**config.mk**
```make
export PLATFORM = sky130hd
export DESIGN_NAME = pe_csa_mode
export DESIGN_NICKNAME = d
export VERILOG_FILES = /design/src/rtl/pe_csa_mode.sv
export SDC_FILE = /design/constraint.sdc
export NUM_CORES = 1
export LEC_CHECK = 0
export ABC_AREA = 1
export CAP_MARGIN = 20
export CORE_ASPECT_RATIO = 0.7
export CORE_UTILIZATION = 25
export DETAILED_ROUTE_END_ITERATION = 16
export HOLD_SLACK_MARGIN = 0.15
export SLEW_MARGIN = 20
export SYNTH_ARGS = -nofsm -noshare
export SYNTH_HDL_FRONTEND = slang
export SYNTH_SLANG_ARGS = --single-unit
```
**constraint.sdc**
```tcl
create_clock -name clk -period 12 [get_ports clk]
set_input_delay 2.4 -clock clk [delete_from_list [all_inputs] [get_ports clk]]
set_output_delay 2.4 -clock clk [all_outputs]
set_load 0.01 [all_outputs]
```
**src/rtl/pe_csa_mode.sv**
```systemverilog
// Systolic processing element with a runtime-selectable dataflow.
// WS mode chains a carry-save partial sum through the PE with one cycle of
// latency. OS mode accumulates a*b locally in carry-save form, then resolves
// the sum into a double-buffered result register behind a valid/ready port.
//
// Result port handshake: o_res is offered while o_res_valid=1 and is
// transferred on any clock edge where o_res_valid=1 and i_res_ready=1.
// o_res and o_res_valid do not depend on i_res_ready combinationally. A new
// resolve in the same cycle as a transfer replaces the value with no gap.
module pe_csa_mode #(
    parameter int WIDTH     = 8,
    parameter int ACC_WIDTH = 24,
    parameter int K_MAX     = 256,
    parameter int SIGNED    = 1
) (
    input  logic                     clk,
    input  logic                     rst,
    input  logic                     i_mode,
    input  logic                     i_valid,
    input  logic                     i_last,
    input  logic [WIDTH-1:0]         i_z_a,
    input  logic [WIDTH-1:0]         i_x_b,
    input  logic [2*ACC_WIDTH-1:0]   i_y_p,
    output logic [WIDTH-1:0]         o_z_a,
    output logic [WIDTH-1:0]         o_x_b,
    output logic                     o_valid,
    output logic [2*ACC_WIDTH-1:0]   o_y_p,
    output logic                     o_y_valid,
    output logic [ACC_WIDTH-1:0]     o_res,
    output logic                     o_res_valid,
    input  logic                     i_res_ready,
    output logic                     o_busy,
    output logic                     o_err
);

    localparam int PW = 2 * WIDTH;
    localparam int CW = $clog2(K_MAX + 1);
    localparam logic [CW-1:0] CNT_MAX = CW'(K_MAX);
    localparam logic [CW-1:0] CNT_ONE = CW'(1);

    localparam logic [0:0] ST_IDLE = 1'b0;
    localparam logic [0:0] ST_ACC  = 1'b1;

    // Carry-save 3:2 compression, returned as {sum, carry}.
    function automatic logic [2*ACC_WIDTH-1:0] csa3(
        input logic [ACC_WIDTH-1:0] x,
        input logic [ACC_WIDTH-1:0] y,
        input logic [ACC_WIDTH-1:0] z
    );
        logic [ACC_WIDTH-1:0] s;
        logic [ACC_WIDTH-1:0] c;
        s = x ^ y ^ z;
        c = ((x & y) | (x & z) | (y & z)) << 1;
        return {s, c};
    endfunction

    logic [PW-1:0]          a_ext;
    logic [PW-1:0]          b_ext;
    logic [PW-1:0]          prod;
    logic [ACC_WIDTH-1:0]   p;

    logic [0:0]             state;
    logic [0:0]             state_nxt;
    logic [ACC_WIDTH-1:0]   acc_s;
    logic [ACC_WIDTH-1:0]   acc_c;
    logic [ACC_WIDTH-1:0]   acc_s_nxt;
    logic [ACC_WIDTH-1:0]   acc_c_nxt;
    logic [CW-1:0]          cnt;
    logic [CW-1:0]          cnt_nxt;
    logic                   resolve;
    logic                   err_set;
    logic [ACC_WIDTH-1:0]   res_sum;
    logic [2*ACC_WIDTH-1:0] ws_csa;
    logic [2*ACC_WIDTH-1:0] os_csa;

    // Product: extending both operands to PW bits first makes the low PW bits
    // of an unsigned multiply equal to the signed or unsigned product.
    always_comb begin
        if (SIGNED != 0) begin
            a_ext = {{WIDTH{i_z_a[WIDTH-1]}}, i_z_a};
            b_ext = {{WIDTH{i_x_b[WIDTH-1]}}, i_x_b};
        end else begin
            a_ext = {{WIDTH{1'b0}}, i_z_a};
            b_ext = {{WIDTH{1'b0}}, i_x_b};
        end
        prod = a_ext * b_ext;
    end

    // Fit the product to the accumulator width (extend or truncate).
    generate
        if (ACC_WIDTH > PW) begin : g_prod_extend
            logic ext_bit;
            assign ext_bit = (SIGNED != 0) & prod[PW-1];
            assign p = {{(ACC_WIDTH - PW){ext_bit}}, prod};
        end else begin : g_prod_trunc
            assign p = prod[ACC_WIDTH-1:0];
        end
    endgenerate

    assign ws_csa = csa3(i_y_p[2*ACC_WIDTH-1:ACC_WIDTH], i_y_p[ACC_WIDTH-1:0], p);
    assign os_csa = csa3(acc_s, acc_c, p);

    // OS accumulator next state, resolve strobe and error sources.
    always_comb begin
        state_nxt = state;
        acc_s_nxt = acc_s;
        acc_c_nxt = acc_c;
        cnt_nxt   = cnt;
        resolve   = 1'b0;
        err_set   = 1'b0;
        if (i_mode) begin
            if (i_valid) begin
                case (state)
                    ST_IDLE: begin
                        acc_s_nxt = p;
                        acc_c_nxt = '0;
                        cnt_nxt   = CNT_ONE;
                        if (i_last) begin
                            resolve = 1'b1;
                        end else begin
                            state_nxt = ST_ACC;
                        end
                    end
                    default: begin
                        {acc_s_nxt, acc_c_nxt} = os_csa;
                        if (cnt != CNT_MAX) begin
                            cnt_nxt = cnt + CNT_ONE;
                        end
                        if (!i_last && (cnt == CNT_MAX)) begin
                            err_set = 1'b1;
                        end
                        if (i_last) begin
                            resolve   = 1'b1;
                            state_nxt = ST_IDLE;
                        end
                    end
                endcase
            end
        end else if (state == ST_ACC) begin
            // Leaving OS mode mid-accumulation abandons it.
            state_nxt = ST_IDLE;
            acc_s_nxt = '0;
            acc_c_nxt = '0;
            cnt_nxt   = '0;
            err_set   = 1'b1;
        end
        res_sum = acc_s_nxt + acc_c_nxt;
    end

    assign o_busy = (state == ST_ACC);

    // Operand forwarding to neighbouring PEs, independent of mode.
    always_ff @(posedge clk) begin
        if (rst) begin
            o_z_a   <= '0;
            o_x_b   <= '0;
            o_valid <= 1'b0;
        end else begin
            o_z_a   <= i_z_a;
            o_x_b   <= i_x_b;
            o_valid <= i_valid;
        end
    end

    // WS partial-sum register; forced to zero while in OS mode.
    always_ff @(posedge clk) begin
        if (rst) begin
            o_y_p     <= '0;
            o_y_valid <= 1'b0;
        end else if (i_mode) begin
            o_y_p     <= '0;
            o_y_valid <= 1'b0;
        end else begin
            o_y_valid <= i_valid;
            if (i_valid) begin
                o_y_p <= ws_csa;
            end
        end
    end

    // OS accumulator state, counter and FSM.
    always_ff @(posedge clk) begin
        if (rst) begin
            state <= ST_IDLE;
            acc_s <= '0;
            acc_c <= '0;
            cnt   <= '0;
        end else begin
            state <= state_nxt;
            acc_s <= acc_s_nxt;
            acc_c <= acc_c_nxt;
            cnt   <= cnt_nxt;
        end
    end

    // Result buffer with valid/ready handshake and sticky error flag.
    always_ff @(posedge clk) begin
        if (rst) begin
            o_res       <= '0;
            o_res_valid <= 1'b0;
            o_err       <= 1'b0;
        end else begin
            if (resolve) begin
                o_res       <= res_sum;
                o_res_valid <= 1'b1;
            end else if (o_res_valid && i_res_ready) begin
                o_res_valid <= 1'b0;
            end
            if (err_set || (resolve && o_res_valid && !i_res_ready)) begin
                o_err <= 1'b1;
            end
        end
    end

endmodule

```
==> reports/results.txt <==
Hpwl dp: 26000 um
Max cap viols: 0
DRT iter0 DRCs: 695
Post-synth top area cell: dfxtp_1
Register area share after synthesis: 27.0%
Antenna cells: 0
Max-slew headroom: 36.7%
Core area: 43600 um^2
CP max stage cell: clkdlybuf4s50_1
CTS tree: yes
Crit path capture type: flop
CTS Buf Count: 17
Hold path depth: 1
Net Switching: 1.19 mW
DIE HEIGHT: 178 um
Reg-to-reg critical path endpoint: o_res[16]
Overall power: 2.59 mW
Die area: 45000 um^2
Crit path top cell by count: nand2_1
Total GRT Usage: 15.3%
Root Buffer: clkbuf_16
Area Overhead vs Synth: 25.2%
Largest net degree at the start of global routing: 107
Minimum clock period: 9.30 ns
Average via count per standard cell: 4.39
Status: complete, no violations
Synth Area per Inst: 7.43 um^2
Main synth FF type: dfxtp_1
Routed length per placed instance: 15.2 um
Pwr/cell area: 187 nW/um^2
Global-route wire length before repair: 53000 um
Clk_skew: 0.00972 ns
Die width: 253 um
Starting Density: 25.3%
Largest cells by area after synthesis: dfxtp_1 27%, fa_1 17%, inv_1 11%
Post-CTS sizing: 0
Commonest cells post-synth: 326 x inv_1, 286 x nand2_1, 149 x dfxtp_1
Reg-to-reg setup timing slack: 7.94 ns
Final #Nets: 1840
Synth Net Count: 1712
Setup Fix Bufs, Post-CTS: 0
Clock Power Share: 22.5%
Final hold vios: 0
Critical path class: primary input to flop
Max Fclk: 108 MHz
Number of global-route vias before repair: 9632
First-pass DRT Iterations: 8
Hold path endpoint: cnt[8]
Share of cells above drive strength 1: 4.86%
Count of cell types in the netlist: 51
Post-route ant nets: 0
Via count: 9747
Clock transition at the registers of the reported paths: 0.07 ns
Crit share post-route: 77.5%
Ys async rst share: 0%
Antenna violations before repair: 0
Crit path max fanout: 9
Cell internal pwr: 1.39 mW
Ys Warns: 0
Path depth of the worst reg2reg path: 20
CTS Hold Bufs: 0
Final setup fails: 0
Hold Startpoint: cnt[8]
Power share of the combinational group: 55.3%
GRT Residual Overflow: 0
CP peak stage delay: 0.64 ns
Hold Crit Class: flop to flop
CTS HTree Levels: 4
Row Count: 64
Setup_tns: 0 ns
Routability cong.: 0.908
Final slew viol count: 0
IO Port Bufs: 161
Most frequent cell after synthesis: inv_1
Leak: 6.52 nW
Power share of the sequential group: 22.2%
Max IR drop VDD: 0.123 mV
Fillers: 4660
Maximum clock insertion buffer count: 2
Synth Instances: 1486
Total I/O pin count: 163
Seq cells post-synth: 149
Unrepaired setup endpoints after global routing: false
Area of the mapped netlist: 11000 um^2
Reg2reg start: o_busy
Drt drc: 0
Total wire length: 33600 um
Startpoint Class: primary input
WP data arrival: 9.63 ns
WP data required: 12.33 ns
Share of the synthesized area in the top cell type: 27.0%
Least-Margin Pin Slew: 0.950 ns
Clk sink count: 149
Clock latency on the worst-skew pair: 0.44 ns
Post-synth EDFFs: 0
Sw frac: 46.0%
==> metrics by stage <==
stage | setup slack, ns | instance area (um^2) | cells | util, % | hold slack [ns]
finish | 2.70 | 13800 | 2221 | 31.7 | 0.460
global route | 2.16 | 13800 | 2221 | 31.7 | 0.482
CTS | 2.77 | 13800 | 2220 | 31.7 | 0.458
detailed placement | 2.31 | 13200 | 2188 | 30.2 | 0.449
global placement | 2.33 | 13200 | 2188 | 30.2 | 0.444
floorplan | 3.73 | 11000 | 1486 | - | 0.422
==> critical path, delay by kind of cell <==
kind	cells	cell delay, ns
buffers and inverters	8	1.04
AOI/OAI and AO/OA	7	1.10
adders and majority gates	7	3.07
and+or+nand+nor	17	2.01
==> cell type report <==
cell class | count | area (um^2) | share of cell area (%)
Multi-Input combinational cell | 946 | 6570 | 47.5
Sequential cell | 149 | 2980 | 21.6
Timing Repair Buffer | 168 | 1660 | 12.0
Inverter | 332 | 1250 | 9.01
Tap cell | 594 | 743 | 5.37
Clock buffer | 20 | 457 | 3.30
Clock inverter | 12 | 164 | 1.19
==> state kept, by name, summed over array words and instances, names as in the netlist <==
name,flops
o_y_p,47
acc_c,24
acc_s,24
o_res,24
cnt,9
o_x_b,8
o_z_a,8
o_busy,1
o_err,1
o_res_valid,1
o_valid,1
o_y_valid,1
==> worst max path at each step <==
stage	slack [ns]	end	startpoint
final	2.70	o_res[21]	i_z_a[5]
after global routing	2.16	o_res[21]	i_z_a[6]
after CTS	2.77	o_res[21]	i_z_a[6]
after floorplan	3.73	o_res[21]	i_z_a[5]
after global placement	2.33	o_res[21]	i_z_a[6]
after detailed placement	2.31	o_res[21]	i_z_a[6]
==> layer usage <==
| layer | GRT usage [%] | wire [um] |
|---|---|---|
| met1 | 21.3 | 16400 |
| met2 | 23.3 | 14100 |
| met3 | 3.86 | 2650 |
| met4 | 4.37 | 535 |
| met5 | 0 | 0 |
==> logic make-up after synthesis <==
family                     after synthesis  share of synthesized area (%)
AOI/OAI and AO/OA                      303                           16.1
buffers and inverters                  391                           13.5
DFF                                    149                           27.0
and+or+nand+nor                        458                           17.0
adders and majority gates              156                           24.1
other                                    1                         0.0340
xor gates and xnor gates                28                           2.22
==> placed cells by master (no fill, tap or decap), types with 4 or more instances in the layout <==
| cell | n |
|---|---|
| clkdlybuf4s50_1 | 159 |
| o22ai_1 | 17 |
| ha_1 | 62 |
| o21a_1 | 8 |
| a21oi_1 | 125 |
| o211ai_1 | 20 |
| xnor2_1 | 13 |
| o31ai_2 | 4 |
| fa_1 | 94 |
| nand3_1 | 43 |
| nand2_1 | 286 |
| a21oi_2 | 4 |
| o21ai_0 | 86 |
| o21bai_1 | 16 |
| inv_2 | 5 |
| o21ai_2 | 5 |
| inv_1 | 326 |
| nor2_1 | 98 |
| o221ai_1 | 5 |
| nor3_1 | 5 |
| nor2_2 | 8 |
| buf_4 | 7 |
| dfxtp_1 | 149 |
| xor2_1 | 15 |
| clkbuf_16 | 17 |
| inv_6 | 5 |
==> power groups by stage <==
| stage | combinational [mW] | clock (mW) | sequential (mW) |
|---|---|---|---|
| 3_3_place_gp | 1.43 | 0 | 0.582 |
| 2_1_floorplan | 0.947 | 0 | 0.592 |
| 3_5_place_dp | 1.44 | 0 | 0.584 |
| 5_1_grt | 1.62 | 0.620 | 0.579 |
| 6_report | 1.43 | 0.582 | 0.573 |
| 4_1_cts | 1.45 | 0.603 | 0.573 |
Note: power is estimated with default switching activity, not from simulation.
